===== config.mk =====
export PLATFORM = sky130hd
export DESIGN_NAME = multdiv_issue_ctrl_flat
export DESIGN_NICKNAME = d
export VERILOG_FILES = /design/src/rtl/multdiv_issue_ctrl_if.sv /design/src/rtl/multdiv_issue_ctrl.sv /design/src/flat_wrapper.sv
export SDC_FILE = /design/constraint.sdc
export NUM_CORES = 1
export LEC_CHECK = 0
export CAP_MARGIN = 20
export CORE_MARGIN = 5
export CORE_UTILIZATION = 25
export DETAILED_ROUTE_END_ITERATION = 6
export PLACE_DENSITY = 0.55
export RECOVER_POWER = 50
export SLEW_MARGIN = 20
export SYNTH_ARGS = -nofsm -noshare
export SYNTH_HDL_FRONTEND = slang
export SYNTH_SLANG_ARGS = --single-unit

===== constraint.sdc =====
create_clock -name clock -period 2.3 [get_ports clock]
set_clock_uncertainty 0.05 [all_clocks]
set_input_delay 0.23 -clock clock [delete_from_list [all_inputs] [get_ports clock]]
set_output_delay 0.23 -clock clock [all_outputs]
set_load 0.005 [all_outputs]

===== src/rtl/multdiv_issue_ctrl_if.sv =====
// Execute-stage / multiply-divide unit / writeback signal bundle for the mul/div issue controller.
// master = the controller, slave = the pipeline and unit surrounding it.
interface multdiv_issue_ctrl_if;
    localparam int unsigned DATA_W = 32;
    localparam int unsigned REG_W  = 5;

    // execute stage
    logic              ex_valid;
    logic              ex_is_mult;
    logic              ex_is_div;
    logic [REG_W-1:0]  ex_rd;
    logic [DATA_W-1:0] ex_a;
    logic [DATA_W-1:0] ex_b;

    // multiply/divide unit
    logic              md_ready;
    logic              md_exception;
    logic [DATA_W-1:0] md_result;
    logic              md_start_mult;
    logic              md_start_div;
    logic [DATA_W-1:0] md_a;
    logic [DATA_W-1:0] md_b;

    // pipeline control and writeback
    logic              stall;
    logic              busy;
    logic              wb_valid;
    logic [REG_W-1:0]  wb_rd;
    logic [DATA_W-1:0] wb_data;

    modport master (
        input  ex_valid, ex_is_mult, ex_is_div, ex_rd, ex_a, ex_b,
        input  md_ready, md_exception, md_result,
        output md_start_mult, md_start_div, md_a, md_b,
        output stall, busy, wb_valid, wb_rd, wb_data
    );

    modport slave (
        output ex_valid, ex_is_mult, ex_is_div, ex_rd, ex_a, ex_b,
        output md_ready, md_exception, md_result,
        input  md_start_mult, md_start_div, md_a, md_b,
        input  stall, busy, wb_valid, wb_rd, wb_data
    );
endinterface


===== src/rtl/multdiv_issue_ctrl.sv =====
// Issue controller for the shared multi-cycle mul/div unit: latches the op, strobes the unit,
// stalls the front end until result or timeout, then issues one writeback (result or rstatus code).
module multdiv_issue_ctrl #(
    parameter int unsigned TIMEOUT_CYCLES = 40,
    parameter int unsigned MULT_EXC_CODE  = 4,
    parameter int unsigned DIV_EXC_CODE   = 5,
    parameter int unsigned STATUS_REG     = 30
) (
    input  logic                 clock,
    input  logic                 reset,
    multdiv_issue_ctrl_if.master bus
);
    localparam int unsigned DATA_W = 32;
    localparam int unsigned REG_W  = 5;
    localparam int unsigned CNT_W  = 8;

    typedef enum logic [1:0] {
        ST_IDLE = 2'd0,
        ST_BUSY = 2'd1,
        ST_DONE = 2'd2
    } state_e;

    state_e            state_q, state_d;
    logic [CNT_W-1:0]  cnt_q, cnt_d;
    logic              op_mult_q, op_mult_d;
    logic [REG_W-1:0]  rd_q, rd_d;
    logic [DATA_W-1:0] a_q, a_d;
    logic [DATA_W-1:0] b_q, b_d;
    logic              start_mult_q, start_mult_d;
    logic              start_div_q, start_div_d;
    logic              busy_q, busy_d;
    logic              wb_valid_q, wb_valid_d;
    logic [REG_W-1:0]  wb_rd_q, wb_rd_d;
    logic [DATA_W-1:0] wb_data_q, wb_data_d;

    logic              accept_c;
    logic              timeout_c;
    logic              exc_c;

    assign accept_c  = bus.ex_valid & (bus.ex_is_mult | bus.ex_is_div);
    assign timeout_c = (cnt_q == CNT_W'(TIMEOUT_CYCLES - 1));

    // State and datapath registers
    always_ff @(posedge clock or negedge reset) begin
        if (!reset) begin
            state_q      <= ST_IDLE;
            cnt_q        <= '0;
            op_mult_q    <= 1'b0;
            rd_q         <= '0;
            a_q          <= '0;
            b_q          <= '0;
            start_mult_q <= 1'b0;
            start_div_q  <= 1'b0;
            busy_q       <= 1'b0;
            wb_valid_q   <= 1'b0;
            wb_rd_q      <= '0;
            wb_data_q    <= '0;
        end else begin
            state_q      <= state_d;
            cnt_q        <= cnt_d;
            op_mult_q    <= op_mult_d;
            rd_q         <= rd_d;
            a_q          <= a_d;
            b_q          <= b_d;
            start_mult_q <= start_mult_d;
            start_div_q  <= start_div_d;
            busy_q       <= busy_d;
            wb_valid_q   <= wb_valid_d;
            wb_rd_q      <= wb_rd_d;
            wb_data_q    <= wb_data_d;
        end
    end

    // Next-state and next-output logic; strobes and writeback default low every cycle
    always_comb begin
        state_d      = state_q;
        cnt_d        = cnt_q;
        op_mult_d    = op_mult_q;
        rd_d         = rd_q;
        a_d          = a_q;
        b_d          = b_q;
        start_mult_d = 1'b0;
        start_div_d  = 1'b0;
        wb_valid_d   = 1'b0;
        wb_rd_d      = '0;
        wb_data_d    = '0;
        exc_c        = 1'b0;

        unique case (state_q)
            ST_IDLE: begin
                if (accept_c) begin
                    op_mult_d    = bus.ex_is_mult;
                    rd_d         = bus.ex_rd;
                    a_d          = bus.ex_a;
                    b_d          = bus.ex_b;
                    cnt_d        = '0;
                    start_mult_d = bus.ex_is_mult;
                    start_div_d  = bus.ex_is_div & ~bus.ex_is_mult;
                    state_d      = ST_BUSY;
                end
            end

            ST_BUSY: begin
                cnt_d = cnt_q + CNT_W'(1);
                if (bus.md_ready || timeout_c) begin
                    // a real response beats a coincident timeout
                    exc_c   = bus.md_ready ? bus.md_exception : 1'b1;
                    state_d = ST_DONE;
                    if (exc_c) begin
                        wb_valid_d = 1'b1;
                        wb_rd_d    = REG_W'(STATUS_REG);
                        wb_data_d  = op_mult_q ? DATA_W'(MULT_EXC_CODE) : DATA_W'(DIV_EXC_CODE);
                    end else begin
                        // $r0 is hardwired; suppress the write rather than the op
                        wb_valid_d = (rd_q != '0);
                        wb_rd_d    = rd_q;
                        wb_data_d  = bus.md_result;
                    end
                end
            end

            ST_DONE: begin
                state_d = ST_IDLE;
            end

            default: begin
                state_d = ST_IDLE;
            end
        endcase

        busy_d = (state_d != ST_IDLE);
    end

    assign bus.md_start_mult = start_mult_q;
    assign bus.md_start_div  = start_div_q;
    assign bus.md_a          = a_q;
    assign bus.md_b          = b_q;
    assign bus.busy          = busy_q;
    assign bus.wb_valid      = wb_valid_q;
    assign bus.wb_rd         = wb_rd_q;
    assign bus.wb_data       = wb_data_q;

    // Front end freezes from the accept cycle through the last BUSY cycle; forced low in reset
    assign bus.stall = reset & ((state_q == ST_BUSY) | ((state_q == ST_IDLE) & accept_c));

endmodule

===== src/flat_wrapper.sv =====
// flat-port wrapper written by rule: the top's interface ports become plain ports
module multdiv_issue_ctrl_flat 
#(
    parameter int unsigned TIMEOUT_CYCLES = 40,
    parameter int unsigned MULT_EXC_CODE  = 4,
    parameter int unsigned DIV_EXC_CODE   = 5,
    parameter int unsigned STATUS_REG     = 30
)
  (clock, reset, bus_ex_valid, bus_ex_is_mult, bus_ex_is_div, bus_ex_rd, bus_ex_a, bus_ex_b, bus_md_ready, bus_md_exception, bus_md_result, bus_md_start_mult, bus_md_start_div, bus_md_a, bus_md_b, bus_stall, bus_busy, bus_wb_valid, bus_wb_rd, bus_wb_data);
  multdiv_issue_ctrl_if bus_i ();
  input  logic clock;
  input  logic reset;
  input wire logic [$bits(bus_i.ex_valid)-1:0] bus_ex_valid;
  input wire logic [$bits(bus_i.ex_is_mult)-1:0] bus_ex_is_mult;
  input wire logic [$bits(bus_i.ex_is_div)-1:0] bus_ex_is_div;
  input wire logic [$bits(bus_i.ex_rd)-1:0] bus_ex_rd;
  input wire logic [$bits(bus_i.ex_a)-1:0] bus_ex_a;
  input wire logic [$bits(bus_i.ex_b)-1:0] bus_ex_b;
  input wire logic [$bits(bus_i.md_ready)-1:0] bus_md_ready;
  input wire logic [$bits(bus_i.md_exception)-1:0] bus_md_exception;
  input wire logic [$bits(bus_i.md_result)-1:0] bus_md_result;
  output wire logic [$bits(bus_i.md_start_mult)-1:0] bus_md_start_mult;
  output wire logic [$bits(bus_i.md_start_div)-1:0] bus_md_start_div;
  output wire logic [$bits(bus_i.md_a)-1:0] bus_md_a;
  output wire logic [$bits(bus_i.md_b)-1:0] bus_md_b;
  output wire logic [$bits(bus_i.stall)-1:0] bus_stall;
  output wire logic [$bits(bus_i.busy)-1:0] bus_busy;
  output wire logic [$bits(bus_i.wb_valid)-1:0] bus_wb_valid;
  output wire logic [$bits(bus_i.wb_rd)-1:0] bus_wb_rd;
  output wire logic [$bits(bus_i.wb_data)-1:0] bus_wb_data;
  assign bus_i.ex_valid = bus_ex_valid;
  assign bus_i.ex_is_mult = bus_ex_is_mult;
  assign bus_i.ex_is_div = bus_ex_is_div;
  assign bus_i.ex_rd = bus_ex_rd;
  assign bus_i.ex_a = bus_ex_a;
  assign bus_i.ex_b = bus_ex_b;
  assign bus_i.md_ready = bus_md_ready;
  assign bus_i.md_exception = bus_md_exception;
  assign bus_i.md_result = bus_md_result;
  assign bus_md_start_mult = bus_i.md_start_mult;
  assign bus_md_start_div = bus_i.md_start_div;
  assign bus_md_a = bus_i.md_a;
  assign bus_md_b = bus_i.md_b;
  assign bus_stall = bus_i.stall;
  assign bus_busy = bus_i.busy;
  assign bus_wb_valid = bus_i.wb_valid;
  assign bus_wb_rd = bus_i.wb_rd;
  assign bus_wb_data = bus_i.wb_data;
  multdiv_issue_ctrl #(.TIMEOUT_CYCLES(TIMEOUT_CYCLES), .MULT_EXC_CODE(MULT_EXC_CODE), .DIV_EXC_CODE(DIV_EXC_CODE), .STATUS_REG(STATUS_REG)) u_core (.clock(clock), .reset(reset), .bus(bus_i));
endmodule

Word-level counts from Yosys, hierarchy flattened
Index checks and enable logic that the tools add are counted.
Word-level totals
  register bits after elaboration: 121
  output and inout port bits: 106
  logic and storage cells: 50
Operators by class
  add/sub/neg operators: 1
  equality and inequality tests: 3
  multiplexer cells: 20
  bitwise logic cells: 7
  reduce and logical (&&, ||, !) cells: 7
Operators by type and width (count)
  $mux W32: 3
  $pmux W8 S2: 1
  $mux W5: 3
  $mux W1: 9
  $add A8 B1 Y8 const B: 1
  $eq A8 B6 Y1 const B: 1
  $mux W8: 1
  $reduce_bool A5 Y1: 1
  $and A1 B1 Y1: 4
  $mux W2: 2
  $pmux W2 S2: 1
  $reduce_and A2 Y1: 2
  $reduce_bool A2 Y1: 2
  $eq A2 B1 Y1 const B: 1
  $logic_not A2 Y1: 1
  $ne A2 B1 Y1 const B: 1
  $or A1 B1 Y1: 2
  $logic_or A1 B1 Y1: 1
  $not A1 Y1: 1

Depth between registers and ports, before layout
  depth in word-level cells: 5
  gate-level depth with buffers: 6
  mapped depth without buffers: 5

Worst setup path after synthesis
Ideal clock, no wire load.
  path type: register to register
  start point: reg u_core.state_q[0]
  end point: reg u_core.a_q[10], in the netlist u_core.bus.md_a[10]
  setup time: 0.125 ns
  arrival: 1.366 ns
  slack: 0.759 ns
  stages on the path, launching flop included: 5
  buffers on the path: 2
  path through: dfrtp_1 > or3_4 > buf_6 > buf_6 > mux2_4
Between the ends
  word-level cells in the longest chain between the ends: 2
RTL lines
  start, declared: RTL line multdiv_issue_ctrl.sv:23  | state_e state_q, state_d;
  start signal, assigned: RTL line multdiv_issue_ctrl.sv:59  | state_q <= state_d;
  $logic_not A2 Y1: RTL line multdiv_issue_ctrl.sv:89  | unique case (state_q)
  $reduce_and A2 Y1 (no line)
  end signal, assigned: RTL line multdiv_issue_ctrl.sv:50  | a_q <= '0;
  end signal, assigned: RTL line multdiv_issue_ctrl.sv:63  | a_q <= a_d;
  end, declared: RTL line multdiv_issue_ctrl.sv:27  | logic [DATA_W-1:0] a_q, a_d;
No other way between the ends.
A chain may end at the register's enable or synchronous reset.

Final worst setup path
  start point: reg u_core.state_q[0]
  end point: out bus_stall
Between the ends
  word-level cells in the longest chain between the ends: 4
RTL lines
  $logic_not A2 Y1: RTL line multdiv_issue_ctrl.sv:144  | assign bus.stall = reset & ((state_q == ST_BUSY) | ((state_q == ST_IDLE) & accept_c));
  $and A1 B1 Y1: RTL line multdiv_issue_ctrl.sv:144
  $or A1 B1 Y1 *: RTL line multdiv_issue_ctrl.sv:144
  $and A1 B1 Y1 *: RTL line multdiv_issue_ctrl.sv:144
  end, declared: RTL line flat_wrapper.sv:26  | output wire logic [$bits(bus_i.stall)-1:0] bus_stall;
Mark *: on every way between the ends. The rest lies on a longest branch, timed or not.

==> results by group <==
Detailed routing
  – DR vias: 3160
  – Final WL: 12.4 mm
  – Initial DRC Count: 85
  – Remaining DRCs: 0
  – Routed wire per std cell: 16.3 um
  – Routed vias/inst: 4.15
  – Post-route antenna net violation count: 0
  – First-pass iteration count of the detailed router: 4

Power
  – Maximum resistive drop on vdd: 0.813 mV
  – Reg power frac: 0.367
  – Leakage power figure: 0.00340 uW
  – Proportion of total power due to net switching: 0.250
  – Switching component of the power: 2270 uW
  – Clock network fraction of total power: 0.290
  – Total power: 9060 uW
  – Part of the total power dissipated in combinational logic: 0.343
  – Power per Cell Area: 1200 mW/mm^2
  – Cell internal power dissipation: 6790 uW

Clock tree
  – Clock tree from TritonCTS: done
  – Max Root-Sink Buffers: 2
  – Number of H-tree branching levels: 4
  – Clock Sink Count: 121
  – CTS Buf Count: 17
  – CTS root buffer: clkbuf_16
  – Clock-pin slew of the registers on the worst-case setup and hold paths: 50 ps
  – Post-CTS Repair Setup Buffers: 0
  – Worst-skew pair later-pin latency: 400 ps

Timing
  – Final worst hold slack: 332 ps
  – Final worst path period need: 2100 ps
  – Final setup vio count: 0
  – Worst slew pin tran: 1100 ps
  – Final TNS setup: 0 ps
  – Post-route clock period utilization: 0.914
  – Final Slew Violations: 0
  – Fmax: 476 MHz
  – Relative slew slack: 0.265
  – Unrepaired setup endpoints after global routing: false
  – Total count of hold-check failures in the final report: 0

Placed design
  – Count of port buffers added during placement: 213
  – Gp weighted congestion: 0.724
  – HPWL reported at the end of detailed placement: 9.02 mm

Flow run
  – Reported max-cap violation count: 0

Die
  – I/O pin count: 214
  – Starting utilization of the core area: 0.255
  – Die extent in x: 145 um
  – Row cnt: 49
  – Overall die area: 0.0212 sq mm
  – Floorplan Core Area: 0.0180 sq mm
  – Vert. Die Dim: 145 um

Synthesis
  – Unique masters post-synth: 31
  – Area share of the leading cell type in the synthesized netlist: 0.660
  – Synth Net Count: 402
  – Post-synth EDFFs: 0
  – Warnings from Yosys: 0
  – Ys flop type: dfrtp_1
  – Synth top area cells: dfrtp_1 66%, mux2_4 14%, mux2_2 6.1%
  – Synthesized cell area: 0.00459 sq mm
  – Seq/Total Area, Yosys: 0.660
  – Fraction of registers with async set or reset after synthesis: 1.00
  – Count of mapped cells out of synthesis: 293
  – Avg Inst Size Synth: 15.7 sq um
  – Post-synthesis sequential element count: 121
  – Cell taking the most area after synthesis: dfrtp_1

Worst setup path
  – Critical-path maximum fanout: 7
  – Peak per-stage delay on the critical path: 500 ps
  – Type of the worst setup path: reg -> out
  – CP max-delay cell: clkdlybuf4s50_1
  – Most frequent CP cell: inv_1
  – Worst path required time: 2020 ps
  – Worst endpoint data arrival time: 1820 ps
  – Ordered cell list for the critical path: inv_1 -> a21o_1 -> inv_1 -> and2_1 -> clkdlybuf4s50_1
  – FF-to-FF path depth: 5
  – R2r setup slk: 420 ps
  – Setup crit start kind: register
  – Kind of end point of the critical path: output pin

Global routing
  – First-pass GRT wire length: 20.1 mm
  – GRT Resource Usage Total: 0.120
  – Remaining Overflow, GRT: 0
  – Initial antenna violation count: 0
  – Vias in the first global route: 3529
  – Pin count of the biggest net entering global routing: 122

Worst hold path
  – Hold WC Path Type: in -> reg
  – Min-Delay Path Depth: 2

Status
  – Status: complete, no violations

Final layout
  – Ant diodes: 0
  – NumNets Final: 631
  – Most common cell after layout, fill and taps aside: clkdlybuf4s50_1
  – Post-synthesis to final-layout area growth: 64.9%
  – Layout cell share with drive strength beyond 1: 0.190
  – Fill cell count: 1654
  – Top library cells by usage in the layout, fill and taps aside: 201 x clkdlybuf4s50_1, 121 x dfrtp_1, 40 x mux2_4, 25 x and2_1, 25 x mux2_2
worst max-delay path, delay by kind of cell (launching register included):
kind | cells | cell delay [ps]
buf+inv | 3 | 660
flops | 1 | 410
compound gates | 1 | 230
simple gates | 1 | 120
synth_stat cells, types with 2 or more instances:
master / number
nand4_1: 2
nor2_1: 15
nand2b_1: 2
and2_1: 32
a21o_1: 2
inv_1: 6
o211ai_1: 2
dfrtp_1: 121
o31ai_1: 4
nand3_1: 3
buf_2: 2
a21oi_1: 2
mux2_4: 44
nand2_1: 4
buf_6: 6
clkbuf_1: 4
mux2_2: 25
o21ai_0: 4
flip-flops by register name, indices dropped and copies added (netlist names), 2 cells and up:
signal,flops
u_core.bus.wb_rd,5
u_core.state_q,2
u_core.cnt_q,8
u_core.bus.md_b,32
u_core.rd_q,5
u_core.bus.wb_data,32
u_core.bus.md_a,32
cell families (layout without fill, tap and decap cells):
kind of cell / Yosys count / after routing / synth area share
DFF: 121 / 121 / 0.660
AOI/OAI and AO/OA: 20 / 20 / 0.0292
buffers and inverters: 18 / 257 / 0.0251
adders and majority gates: 1 / 1 / 0.00273
and+or+nand+nor: 64 / 64 / 0.0780
muxes: 69 / 69 / 0.205
layer usage:
layer / global-route usage / vias up / wire [um]
met5: 0 / - / 0
met4: 0.0406 / 0 / 159
met3: 0.0626 / 9 / 1280
met2: 0.188 / 150 / 5830
met1: 0.142 / 1549 / 5150
li1: - / 1452 / -
cell type report:
class	count	area, sq um	area share
Inverter	6	22.5	0.00298
Sequential cell	121	3030	0.400
Clock buffer	20	457	0.0604
Clock inverter	9	125	0.0165
Multi-Input combinational cell	154	1430	0.188
Tap cell	229	287	0.0379
Timing Repair Buffer	222	2220	0.294
power groups by stage:
stage          Sequential, uW  Combinational (uW)  Clock [uW]
6_report                 3330                3110        2620
3_5_place_dp             3370                3220           0
2_1_floorplan            3350                1300           0
3_3_place_gp             3330                3190           0
5_1_grt                  3440                3340        2840
4_1_cts                  3340                3240        2740
worst paths after layout:
kind,end,from
max,bus_stall,u_core.state_q[0]
min,u_core.bus.wb_data[11],bus_md_result[11]
max reg2reg,u_core.bus.wb_data[0],u_core.cnt_q[0]
min reg2reg,u_core.bus.wb_data[0],u_core.op_mult_q
max in group asynchronous,u_core.bus.md_a[1],reset
min in group asynchronous,u_core.state_q[0],reset
through the flow:
| stage | setup slack [ps] | utilization | cells | cell area, sq um |
|---|---|---|---|---|
| floorplan | 759 | - | 293 | 4590 |
| global placement | 231 | 0.389 | 731 | 7010 |
| detailed placement | 193 | 0.389 | 731 | 7010 |
| CTS | 158 | 0.422 | 761 | 7600 |
| global route | 85.4 | 0.420 | 761 | 7570 |
| finish | 198 | 0.420 | 761 | 7570 |
what timing repair did:
| action | 4_1_cts | 5_1_grt |
|---|---|---|
| gates resized for setup | 0 | 0 |
| endpoints found under the hold margin | 121 | 0 |
| hold buffers | 1 | 0 |
Note: power is estimated with default switching activity, not from simulation.
==> patch (same flow settings) <==
Re-encode `state_e` (3 states) as one-hot, 3 bits wide.
--- a/src/rtl/multdiv_issue_ctrl.sv
+++ b/src/rtl/multdiv_issue_ctrl.sv
@@ -14,10 +14,10 @@
     localparam int unsigned REG_W  = 5;
     localparam int unsigned CNT_W  = 8;
 
-    typedef enum logic [1:0] {
-        ST_IDLE = 2'd0,
-        ST_BUSY = 2'd1,
-        ST_DONE = 2'd2
+    typedef enum logic [2:0] {
+        ST_IDLE = 3'b001,
+        ST_BUSY = 3'b010,
+        ST_DONE = 3'b100
     } state_e;
 
     state_e            state_q, state_d;
Behaviour: same outputs for any inputs over 10 cycles, from zero or initial values and one cycle with reset low; not proved beyond that.
==> patch against the original RTL <==
  * Sequential cell count increased by 1
  * Wire length decreased by 3.8%
  * Utilization increased by 0.51 points
  * Total power decreased by 9.6%
  * Synthesized area decreased by 2.0%
  * Setup slack got worse by 0.12 ns
  * Final area increased by 0.18%
  * Critical endpoint unchanged
  * Synthesized cell count increased by 1.7%
==> patch: results (changes against the original RTL) <==
<table>
<tr><th>Metric</th><th>Value</th></tr>
<tr><th colspan="2">Cells and area</th></tr>
<tr><td>Fraction of standard cell area in multi-input logic</td><td>0.181 (-0.00744)</td></tr>
<tr><td>Non-clock inverter instance count of the final layout</td><td>4 (-2)</td></tr>
<tr><td>Layout non-clock buf frac</td><td>0.293 (-0.000368)</td></tr>
<tr><td>Number of filler instances in the final layout</td><td>1632 (-1.3%)</td></tr>
<tr><td>Flip-flop and latch area</td><td>0.00305 mm² (+0.87%)</td></tr>
<tr><td>Final net count</td><td>638 (+1.1%)</td></tr>
<tr><td>Count of multi-input gates</td><td>159 (+3.2%)</td></tr>
<tr><th colspan="2">Critical path</th></tr>
<tr><td>Worst r2r dst</td><td>u_core.bus.wb_data[9]</td></tr>
<tr><td>Largest fanout on the critical path</td><td>3 (-4)</td></tr>
<tr><td>Critical path data arrival time</td><td>1.94 ns (+0.12 ns)</td></tr>
<tr><td>Critical R2R Launch</td><td>u_core.state_q[0]</td></tr>
<tr><td>Register-to-Register Setup Slack</td><td>0.36 ns (-0.06 ns)</td></tr>
<tr><th colspan="2">Power and ir drop</th></tr>
<tr><td>Worst vdd rail ir drop</td><td>0.000497 V (-39%)</td></tr>
<tr><td>LEAKAGE</td><td>3.28 nW (-3.4%)</td></tr>
<tr><th colspan="2">Place</th></tr>
<tr><td>Post-DP HPWL</td><td>8620 µm (-4.4%)</td></tr>
<tr><td>Cell count after placement</td><td>738 (+0.96%)</td></tr>
<tr><th colspan="2">Global routing</th></tr>
<tr><td>Aggregate global-route resource usage</td><td>0.116 (-0.00436)</td></tr>
<tr><td>Met3 routing resource usage after global routing</td><td>0.0612 (-0.00142)</td></tr>
<tr><td>Global-route wire length before repair</td><td>18500 µm (-8.2%)</td></tr>
<tr><th colspan="2">Detailed routing</th></tr>
<tr><td>Detail Route met2 WL</td><td>5460 µm (-6.4%)</td></tr>
<tr><td>Routed vias</td><td>3179 (+0.60%)</td></tr>
<tr><td>Detailed router's first-iteration violation count</td><td>92 (+8.2%)</td></tr>
<tr><th colspan="2">Run status</th></tr>
<tr><td>Run status</td><td>completed</td></tr>
<tr><th colspan="2">Logic synthesis</th></tr>
<tr><td>Fraction of the yosys area taken by sequential cells</td><td>0.679 (+0.0196)</td></tr>
<tr><th colspan="2">Timing</th></tr>
<tr><td>Fmax</td><td>451 MHz (-5.2%)</td></tr>
</table>
patch: cell count changes in the layout (fill, tap and decap cells not counted), moves of 4 or more:
| cell | delta |
|---|---|
| sky130_fd_sc_hd__and2_0 | -8 |
| sky130_fd_sc_hd__and2_1 | +7 |
| sky130_fd_sc_hd__clkbuf_1 | +5 |
| sky130_fd_sc_hd__clkdlybuf4s50_1 | -27 |
| sky130_fd_sc_hd__dlygate4sd3_1 | +27 |
| sky130_fd_sc_hd__mux2_1 | +13 |
| sky130_fd_sc_hd__mux2_2 | +28 |
| sky130_fd_sc_hd__mux2_4 | -40 |
| sky130_fd_sc_hd__mux2i_1 | +4 |
| sky130_fd_sc_hd__nor2_1 | -5 |
| sky130_fd_sc_hd__nor3_1 | +5 |
| sky130_fd_sc_hd__o31ai_1 | -4 |
patch: cells by family (layout without fill, tap and decap cells):
family,after synthesis,in the layout,synth area share
muxes,74,74,0.184
buffers and inverters,17,260,0.0173
AOI/OAI and AO/OA,14,14,0.0203
adders and majority gates,1,1,0.00278
DFF,122,122,0.679
and+or+nand+nor,70,70,0.0960
patch: repair_timing:
action	4_1_cts	5_1_grt
cloned	0	0
endpoints found under the setup margin	1	1
hold buffers	1	0
resized for setup	1	2
hold endpoints to repair	121	0
patch: worst max-delay path: stages, from the launching register on:
cell and delay [ns]:
sky130_fd_sc_hd__dfrtp_1 0.39, sky130_fd_sc_hd__or3b_4 0.41, sky130_fd_sc_hd__o21ai_2 0.09, sky130_fd_sc_hd__and2_4 0.16, sky130_fd_sc_hd__clkdlybuf4s50_1 0.49
patch: power breakdown:
group          leakage [nW]  internal (W)  switching (W)
Sequential             1.53       0.00278       0.000316
Combinational          1.44       0.00157       0.000688
Clock                 0.306       0.00192       0.000916
Total                  3.28       0.00628        0.00192
